$ cat config.mk
export PLATFORM = sky130hd
export DESIGN_NAME = shift_seq_unit
export DESIGN_NICKNAME = d
export VERILOG_FILES = /design/src/rtl/shift_seq_unit.sv
export SDC_FILE = /design/constraint.sdc
export NUM_CORES = 1
export LEC_CHECK = 0
export CORE_MARGIN = 2
export CORE_UTILIZATION = 38
export DETAILED_ROUTE_END_ITERATION = 7
export GPL_TIMING_DRIVEN = 0
export MAX_ROUTING_LAYER = met4
export PLACE_DENSITY = 0.55
export SLEW_MARGIN = 20
export SYNTH_ARGS = -nofsm -noshare
export SYNTH_HDL_FRONTEND = slang
export SYNTH_SLANG_ARGS = --single-unit
$ cat constraint.sdc
create_clock -name clock -period 8.25 [get_ports clock]
set_input_delay 0.825 -clock clock [delete_from_list [all_inputs] [get_ports clock]]
set_output_delay 0.825 -clock clock [all_outputs]
set_load 0.005 [all_outputs]
$ cat src/rtl/shift_seq_unit.sv
// shift_seq_unit: iterative shift/rotate engine for the ALU slot.
// Moves at most STEP bit positions per clock. A start/busy/done handshake
// lets the sequencer hold its T-state until the result is ready. The result,
// carry-out and illegal-opcode flag are held until the next accepted start.
module shift_seq_unit #(
    parameter int WIDTH = 32,
    parameter int STEP  = 4
) (
    input  logic             clock,
    input  logic             clear,
    input  logic             start,
    input  logic [4:0]       opcode,
    input  logic [WIDTH-1:0] operand,
    input  logic [WIDTH-1:0] amount,
    output logic             busy,
    output logic             done,
    output logic [WIDTH-1:0] result,
    output logic             cout,
    output logic             illegal
);

    localparam int AMT_W = $clog2(WIDTH);

    localparam logic [4:0] OP_SHR  = 5'b01001;
    localparam logic [4:0] OP_SHRA = 5'b01010;
    localparam logic [4:0] OP_SHL  = 5'b01011;
    localparam logic [4:0] OP_ROR  = 5'b01100;
    localparam logic [4:0] OP_ROL  = 5'b01101;

    typedef enum logic [1:0] {
        IDLE  = 2'd0,
        SHIFT = 2'd1,
        DONE  = 2'd2
    } state_t;

    state_t           state;
    logic [WIDTH-1:0] work;
    logic [AMT_W-1:0] rem;
    logic [4:0]       op;

    logic [AMT_W-1:0] amt_in;
    logic             op_ok;
    logic [AMT_W-1:0] k;
    logic [WIDTH:0]   step_out;

    function automatic logic legal_op(input logic [4:0] o);
        return (o == OP_SHR) || (o == OP_SHRA) || (o == OP_SHL) ||
               (o == OP_ROR) || (o == OP_ROL);
    endfunction

    // One partial shift by k (1..WIDTH-1); returns {carry_out, new_value}.
    // The complementary distance WIDTH-k is simply -k in AMT_W bits.
    function automatic logic [WIDTH:0] shift_step(input logic [WIDTH-1:0] w,
                                                  input logic [4:0]       o,
                                                  input logic [AMT_W-1:0] kk);
        logic signed [WIDTH-1:0] sw;
        logic [WIDTH-1:0]        nv;
        logic                    c;
        logic [AMT_W-1:0]        lo_idx;
        logic [AMT_W-1:0]        wrap;
        sw     = w;
        lo_idx = kk - AMT_W'(1);
        wrap   = ~kk + AMT_W'(1);
        nv     = w;
        c      = 1'b0;
        case (o)
            OP_SHR:  begin nv = w >> kk;               c = w[lo_idx];    end
            OP_SHRA: begin nv = sw >>> kk;             c = w[lo_idx];    end
            OP_SHL:  begin nv = w << kk;               c = w[wrap];      end
            OP_ROR:  begin nv = (w >> kk) | (w << wrap); c = nv[WIDTH-1]; end
            OP_ROL:  begin nv = (w << kk) | (w >> wrap); c = nv[0];       end
            default: begin nv = w;                     c = 1'b0;         end
        endcase
        return {c, nv};
    endfunction

    assign amt_in = amount[AMT_W-1:0];
    assign op_ok  = legal_op(opcode);

    // Per-cycle distance: min(rem, STEP), compared one bit wider so STEP == WIDTH fits.
    always_comb begin
        k = rem;
        if ({1'b0, rem} >= (AMT_W+1)'(STEP)) begin
            k = AMT_W'(STEP);
        end
        step_out = shift_step(work, op, k);
    end

    // Control FSM with registered busy/done; clear aborts any operation in progress.
    always_ff @(posedge clock) begin
        if (clear) begin
            state   <= IDLE;
            busy    <= 1'b0;
            done    <= 1'b0;
            work    <= '0;
            rem     <= '0;
            op      <= '0;
            cout    <= 1'b0;
            illegal <= 1'b0;
        end else begin
            case (state)
                IDLE, DONE: begin
                    if (start) begin
                        work    <= operand;
                        rem     <= amt_in;
                        op      <= opcode;
                        cout    <= 1'b0;
                        illegal <= ~op_ok;
                        if (!op_ok || amt_in == '0) begin
                            state <= DONE;
                            busy  <= 1'b0;
                            done  <= 1'b1;
                        end else begin
                            state <= SHIFT;
                            busy  <= 1'b1;
                            done  <= 1'b0;
                        end
                    end else begin
                        state <= IDLE;
                        busy  <= 1'b0;
                        done  <= 1'b0;
                    end
                end
                SHIFT: begin
                    {cout, work} <= step_out;
                    rem          <= rem - k;
                    if (rem == k) begin
                        state <= DONE;
                        busy  <= 1'b0;
                        done  <= 1'b1;
                    end
                end
                default: begin
                    state <= IDLE;
                    busy  <= 1'b0;
                    done  <= 1'b0;
                end
            endcase
        end
    end

    assign result = work;

endmodule

; ---- Word-level counts from Yosys, hierarchy flattened
; Cells that the tools add are included.
; Widths: inputs -> output; s select.
[word_totals]
register_bits = 48
input_bits = 72
out_inout_bits = 36
elab_cells = 78
[classes]
n_addsub = 3
magnitude_cmp = 3
eq_ne = 16
shifts = 5
muxes = 25
bitwise = 4
reduce_logical = 14
[op_table]
columns = op, count
row1 = $pmux 32 s5, 1
row2 = $or 32x32->32, 2
row3 = $pmux 32 s2, 1
row4 = $shl 32x5->32, 2
row5 = $shr 32x5->32, 2
row6 = $eq 5x4->1 const B, 10
row7 = $mux 32, 1
row8 = $sshr 32x5->32, 1
row9 = $lt 5x6->1 const B, 2
row10 = $bmux 1 s5, 2
row11 = $mux 5, 2
row12 = $pmux 5 s2, 1
row13 = $mux 1, 9
row14 = $mux 2, 3
row15 = $ne 6x6->1 const B, 1
row16 = $pmux 1 s2, 3
row17 = $add 5x1->5 const B, 1
row18 = $eq 5x5->1, 1
row19 = $ge 5x3->1 const B, 1
row20 = $logic_not 5->1, 1
row21 = $logic_or 1x1->1, 5
row22 = $not 5->5, 1
row23 = $sub 5x1->5 const B, 1
row24 = $sub 5x5->5, 1
row25 = 12 further kinds, 15

; ---- Longest topological paths before layout
; Gate-level depths: netlist (run 1).
[depth]
word_depth = 10
mapped_depth = 21
depth_no_buf = 10

; ---- Worst setup path before layout (run 1)
; Ideal clock, no wire load.
[synth_path]
path_type = flip-flop to flip-flop
startpoint = reg rem[0]
endpoint = reg work[17], in the netlist result[17]
setup_time_ps = 129
arrival_ps = 3885
required_ps = 8121
path_slack_ps = 4236
stages_incl_launch_ff = 20
path_buffers = 9
synth_period_minus_slack_ps = 4014
cell_sequence = dfxtp_1 -> buf_2 -> nor4b_1 -> buf_4 -> inv_2 -> buf_2 -> buf_2 -> buf_2 -> ha_1 -> buf_2 -> or4_1 -> buf_6 -> nand2_8 -> buf_8 -> buf_6 -> mux2i_1 -> o22ai_1 -> a221o_1 -> a2111oi_0 -> nor2_1
[synth_via]
elab_chain_len = 8
elab_cells_between_ends = 13
classes_between = 1 x add/sub / 1 x order compare / 5 x shift / 3 x mux / 3 x bitwise
[synth_rtl]
columns = element, line_no
row1 = from (decl), 38  ; logic [AMT_W-1:0] rem;
row2 = from (signal assigned), 105  ; rem <= amt_in;
row3 = from (signal assigned), 126  ; rem <= rem - k;
row4 = $ge 5x3->1, 83  ; if ({1'b0, rem} >= (AMT_W+1)'(STEP)) begin
row5 = $mux 5 *, 83
row6 = $not 5->5, 63  ; wrap = ~kk + AMT_W'(1);
row7 = $add 5x1->5, 63
row8 = $shr 32x5->32 or $shl 32x5->32 (tied branches), "71, 70"
row9 = $or 32x32->32 (on tied branches), "71, 70"
row10 = $pmux 32 s5 *, 66  ; case (o)
row11 = $pmux 32 s2 *, 101  ; case (state)
row12 = to (signal assigned), 104  ; work <= operand;
row13 = to (signal assigned), 125  ; {cout, work} <= step_out;
row14 = to (decl), 37  ; logic [WIDTH-1:0] work;
; Mark *: on every way between the ends. The rest lies on a longest branch, timed or not.
; A chain may end at the register's enable or synchronous reset.

; ---- Worst setup path after layout (run 1)
[layout_path]
startpoint = reg rem[0]
endpoint = reg work[28], in the netlist result[28]
; The elaborated chain is that of the path after synthesis.

==> flow_metrics.env, run 1 <==
export IMPL_worst_ir_drop_vdd_mv=0.0936
export IMPL_path_category_of_the_worst_min_delay_check="reg -> reg"
export IMPL_drtPass1Iterations=8
export IMPL_drive_above_1_share=0.0915
export IMPL_arr_time_crit_path_ns=7.35
export IMPL_setup_worst_path_end="result[28]"
export IMPL_synth_net_count=1242
export IMPL_areaGrowthSynthToFinish_pct=16.5
export IMPL_final_design_area_no_fill_um2=9370
export IMPL_synth_top_cells_by_count="sky130_fd_sc_hd__nand2_1 (170), sky130_fd_sc_hd__a21oi_1 (90), sky130_fd_sc_hd__nor2_1 (89)"
export IMPL_r2r_slack_ns=1.07
export IMPL_r2r_start="rem[0]"
export IMPL_clk_transition_reported_paths_ns=0.08
export IMPL_post_place_ws_ns=2.11
export IMPL_power_per_cell_area_nw_per_um2=150
export IMPL_die_w_um=150
export IMPL_maxCapViolCount=0
export IMPL_period_share=0.871
export IMPL_leakage_nw=3.26
export IMPL_most_frequent_cell_after_synthesis="sky130_fd_sc_hd__nand2_1"
export IMPL_synth_top_area_share=0.117
export IMPL_postSynthCellCount=1168
export IMPL_tritoncts_num_sinks=47
export IMPL_cpPeakStageDelay_ns=1.00
export IMPL_routedWlPerCell_um=42.2
export IMPL_num_nets_final=1330
export IMPL_cts_max_level=2
export IMPL_period_minus_slack_ns=7.18
export IMPL_grt_usage=0.585
export IMPL_grt_remaining_overflow=0
export IMPL_avgSynthCellArea_um2=6.89
export IMPL_cts_hold_buffers=0
export IMPL_yosysWarnings=0
export IMPL_floorplan_initialDensity=0.385
export IMPL_post_route_drc_count=0
export IMPL_finalSetupViolations=0
export IMPL_crit_path_top_delay_cell="sky130_fd_sc_hd__clkbuf_1"
export IMPL_grt_first_pass_wirelength_um=87900
export IMPL_ordered_list_of_cells_on_the_worst_path="buf_2 > nor4b_1 > buf_4 > inv_2 > buf_2 > buf_2 > buf_2 > ha_1 > clkbuf_1 > clkbuf_1 > clkbuf_1 > clkbuf_1 > nor3_1 > nor3_1 > o32ai_1"
export IMPL_commonest_register_cell_after_synthesis="sky130_fd_sc_hd__dfxtp_1"
export IMPL_start_to_end_type_of_the_worst_setup_path="reg -> reg"
export IMPL_tritoncts="done"
export IMPL_ant_nets=0
export IMPL_maximum_number_of_buffers_from_clock_root_to_sink=2
export IMPL_worst_slew_pin_transition_ns=1.28
export IMPL_crit_fanout=11
export IMPL_slew_limit_headroom=0.147
export IMPL_ys_seq_elements=47
export IMPL_timing_rr_end="result[28]"
export IMPL_total_power_mw=1.41
export IMPL_largest_net_degree_at_the_start_of_global_routing=16
export IMPL_slew_viol_final=0
export IMPL_gp_weighted_congestion=1.18
export IMPL_drtIter0Drc=2430
export IMPL_postSynth_asyncResetShare=0
export IMPL_cts_setup_buffers=0
export IMPL_synthTopCellsByArea="sky130_fd_sc_hd__dfxtp_1 (12%), sky130_fd_sc_hd__mux2i_1 (10%), sky130_fd_sc_hd__mux4_2 (8.7%), sky130_fd_sc_hd__nand2_1 (7.9%), sky130_fd_sc_hd__a21oi_1 (5.6%)"
export IMPL_buffer_ports_inserted=79
export IMPL_post_synthesis_instance_area_um2=8050
export IMPL_totalNegativeSetupSlack_ns=0
export IMPL_crit_path_buf_inv_count=10
export IMPL_crit_path_start_kind="register"
export IMPL_cell_area_reported_after_detailed_placement_um2=9210
export IMPL_route_vias_total=12400
export IMPL_floorplan_die_area_um2=22400
export IMPL_run_status="finished clean"
export IMPL_crit_required_ns=8.42
export IMPL_clock_latency_at_the_later_pin_of_the_worst_skew_pair_ns=0.32
export IMPL_cts_made_buffers=5
export IMPL_cts_repair_resized=0
export IMPL_number_of_flops_mapped_to_enable_cells_by_yosys=0
export IMPL_die_h_um=150
export IMPL_wl_um=64700
export IMPL_cts_root_buffer_cell="sky130_fd_sc_hd__clkbuf_16"
export IMPL_critical_path_cell_count=15
export IMPL_grt_pass1_vias=11300
export IMPL_timing_clock_skew_ns=0.0205
export IMPL_fill_cells=2195
export IMPL_crit_path_max_delay_family="buffers and inverters"
export IMPL_worst_setup_path_end_kind="register"
export IMPL_unrepaired_setup_endpoints_after_global_routing="false"
export IMPL_fp_row_count=53
export IMPL_synth_cell_types=84
export IMPL_reg2reg_path_depth=15
export IMPL_antenna_found_initial=3
export IMPL_post_dp_hpwl_um=47600
export IMPL_timing_fmax_mhz=139
export IMPL_synth_top_cell_by_area="sky130_fd_sc_hd__dfxtp_1"
export IMPL_final_hold_violation_count=0
export IMPL_placeableCoreArea_um2=20900
export IMPL_vias_per_cell=8.07
export IMPL_yosysSeqAreaShare=0.117
export IMPL_crit_start="rem[0]"
export IMPL_layout_setup_ws_ns=1.07
export IMPL_num_io_pins=108
-- routing by layer --
layer  up-vias  routed length [um]  GRT usage
met5         -                   0          -
met2      1473               24100      0.763
met4         0                7590      0.472
met3       541               11400      0.295
li1       4638                   -          -
met1      5730               21600      0.662
-- area by class of cell --
type                            count  area, um2  share of cell area
Timing Repair Buffer               81        803              0.0857
Clock inverter                      2       13.8             0.00147
Multi-Input combinational cell    971       6470               0.690
Antenna cell                        3       7.51            0.000801
Clock buffer                        6        139              0.0148
Tap cell                          275        344              0.0367
Inverter                           12       45.0             0.00481
Buffer                            138        611              0.0651
Sequential cell                    47        941               0.100
-- worst min path at each step --
stage	start	end	slack [ns]	cells past startpoint
floorplan	busy	busy	0.46	1
global placement	busy	busy	0.45	1
detailed placement	busy	busy	0.46	1
CTS	busy	busy	0.48	1
global route	busy	busy	0.52	1
finish	busy	busy	0.48	1
-- metrics by stage --
stage	std cells	util	hold slack, ns
floorplan	1168	-	0.464
global placement	1522	0.439	0.452
detailed placement	1524	0.441	0.463
CTS	1532	0.448	0.482
global route	1535	0.449	0.520
finish	1535	0.449	0.480
-- sequential cells by signal, summed over array words and instances, names as in the netlist --
signal,count
busy,1
result,32
state,1
op,5
cout,1
rem,5
done,1
illegal,1
-- report_power, final --
part / total (mW) / switching [mW] / internal, mW / leakage [nW]
combinational: 0.895 / 0.640 / 0.255 / 2.80
sequential: 0.271 / 0.0289 / 0.242 / 0.388
clock: 0.243 / 0.121 / 0.122 / 0.0773
-- cell usage in the layout (no fill, tap or decap), drive strengths merged, types with 34 or more instances in the layout --
master         instances
a211oi                34
o21ai                 71
nor3                  38
o211ai                37
clkdlybuf4s50         79
clkbuf                91
nor2                  89
mux2i                 81
a21oi                 93
buf                   55
dfxtp                 47
nand2                171
nand3                 65
-- logic make-up after synthesis --
family	after synthesis	share of synthesized area
flops	47	0.117
other cells	1	0.000466
compound gates	396	0.333
fa+ha+maj	2	0.00311
simple gates	443	0.255
xor+xnor	5	0.00544
buf+inv	150	0.0813
mux	124	0.204
Power figures use the tool's default switching activity.
==> inputs of run 2 (changes only) <==
--- a/config.mk
+++ b/config.mk
@@ -11,7 +11,6 @@
 export GPL_TIMING_DRIVEN = 0
 export MAX_ROUTING_LAYER = met4
 export PLACE_DENSITY = 0.55
-export SLEW_MARGIN = 20
 export SYNTH_ARGS = -nofsm -noshare
 export SYNTH_HDL_FRONTEND = slang
 export SYNTH_SLANG_ARGS = --single-unit
==> flow_metrics.env, run 2 (synthesis results as in run 1) <==
export IMPL_run_status="finished clean"
export IMPL_power_per_cell_area_nw_per_um2=150
export IMPL_areaGrowthSynthToFinish_pct=16.5
export IMPL_num_io_pins=108
export IMPL_max_ffs_per_register=32
export IMPL_gp_weighted_congestion=1.18
export IMPL_ordered_list_of_cells_on_the_worst_path="buf_2 > nor4b_1 > buf_4 > inv_2 > buf_2 > buf_2 > buf_2 > ha_1 > clkbuf_1 > clkbuf_1 > clkbuf_1 > clkbuf_1 > nor3_1 > nor3_1 > o32ai_1"
export IMPL_slew_viol_final=0
export IMPL_floorplan_die_area_um2=22400
export IMPL_finalSetupViolations=0
export IMPL_clock_latency_at_the_later_pin_of_the_worst_skew_pair_ns=0.33
export IMPL_total_power_mw=1.41
export IMPL_timing_clock_skew_ns=0.0206
export IMPL_fill_cells=2207
export IMPL_grt_usage=0.585
export IMPL_period_minus_slack_ns=6.97
export IMPL_drive_above_1_share=0.0899
export IMPL_totalNegativeSetupSlack_ns=0
export IMPL_crit_path_start_kind="register"
export IMPL_layout_commonest_cell="sky130_fd_sc_hd__nand2_1"
export IMPL_drtPass1Iterations=8
export IMPL_r2r_slack_ns=1.28
export IMPL_maximum_number_of_buffers_from_clock_root_to_sink=2
export IMPL_tritoncts_num_sinks=47
export IMPL_num_nets_final=1330
export IMPL_die_w_um=150
export IMPL_die_h_um=150
export IMPL_worst_ir_drop_vdd_mv=0.0885
export IMPL_final_hold_violation_count=0
export IMPL_route_vias_total=12300
export IMPL_worst_slew_pin_transition_ns=1.27
export IMPL_cts_root_buffer_cell="sky130_fd_sc_hd__clkbuf_16"
export IMPL_post_route_drc_count=0
export IMPL_clk_transition_reported_paths_ns=0.08
export IMPL_fp_row_count=53
export IMPL_layout_core_utilization=0.449
export IMPL_hold_ws_ns=0.471
export IMPL_cpPeakStageDelay_ns=0.94
export IMPL_wl_um=64500
export IMPL_placeableCoreArea_um2=20900
export IMPL_tritoncts="done"
export IMPL_grt_pass1_vias=11300
export IMPL_grt_first_pass_wirelength_um=88200
export IMPL_cts_max_level=2
export IMPL_cell_area_reported_after_detailed_placement_um2=9210
export IMPL_path_category_of_the_worst_min_delay_check="reg -> reg"
export IMPL_period_share=0.845
export IMPL_cts_made_buffers=5
export IMPL_cts_repair_resized=0
export IMPL_buffer_ports_inserted=79
export IMPL_floorplan_initialDensity=0.385
export IMPL_grt_remaining_overflow=0
export IMPL_slew_limit_headroom=0.150
export IMPL_timing_fmax_mhz=143
export IMPL_crit_fanout=10
export IMPL_crit_required_ns=8.42
export IMPL_reg2reg_path_depth=15
export IMPL_worst_setup_path_end_kind="register"
export IMPL_leakage_nw=3.26
export IMPL_largest_net_degree_at_the_start_of_global_routing=16
export IMPL_unrepaired_setup_endpoints_after_global_routing="false"
export IMPL_crit_path_top_delay_cell="sky130_fd_sc_hd__clkbuf_1"
export IMPL_arr_time_crit_path_ns=7.15
export IMPL_final_design_area_no_fill_um2=9370
export IMPL_cts_setup_buffers=0
export IMPL_vias_per_cell=7.98
export IMPL_hold_path_cell_cnt=1
export IMPL_antenna_found_initial=4
export IMPL_drtIter0Drc=2594
export IMPL_post_dp_hpwl_um=47500
export IMPL_cts_hold_buffers=0
export IMPL_commonest_cells_after_routing_fill_and_taps_aside="sky130_fd_sc_hd__nand2_1 (170), sky130_fd_sc_hd__a21oi_1 (90), sky130_fd_sc_hd__nor2_1 (89)"
export IMPL_routedWlPerCell_um=42.0
export IMPL_ant_nets=0
export IMPL_maxCapViolCount=0
export IMPL_start_to_end_type_of_the_worst_setup_path="reg -> reg"
## run 2: changes by cell type in the layout (fill, tap and decap cells not counted), sizes merged
| cell | delta |
|---|---|
| diode | +2 |
## run 2: final cells by class
type | count | area, um2 | share of cell area
well taps | 275 | 344 | 0.0367
clock inverters | 2 | 13.8 | 0.00147
diodes | 5 | 12.5 | 0.00134
inverters | 12 | 45.0 | 0.00481
clock buffers | 6 | 139 | 0.0148
plain buffers | 138 | 609 | 0.0650
repair buffers | 81 | 803 | 0.0857
flip-flops and latches | 47 | 941 | 0.100
multi-input cells | 971 | 6460 | 0.690
## run 2: worst paths after layout
path              startpoint    endpoint
setup / recovery      rem[0]  result[28]
hold / removal          busy        busy
setup reg to reg      rem[0]  result[28]
hold reg to reg         busy        busy
## run 2: through the flow
step / worst slack [ns] / std cells
after floorplan: 4.24 / 1168
after global placement: 1.92 / 1522
after detailed placement: 2.06 / 1524
after CTS: 2.03 / 1532
after global routing: 1.61 / 1537
final: 1.28 / 1537
## run 2: report_power, final
group	switching [mW]	internal (mW)	leakage, nW
clock network	0.124	0.123	0.0773
registers	0.0291	0.242	0.388
logic	0.638	0.255	2.79
total	0.791	0.619	3.26
## run 2: layer usage
layer | track usage | share of wire
met5 | - | 0
met4 | 0.462 | 0.11
met3 | 0.281 | 0.17
met2 | 0.766 | 0.37
met1 | 0.673 | 0.34
## run 2: worst max-delay path, delay by kind of cell (launching register included)
kind	cells	cell delay, ns
adders and majority gates	1	0.32
buffers and inverters	10	4.88
AOI/OAI and AO/OA	1	0.17
DFF	1	0.32
and+or+nand+nor	3	1.09
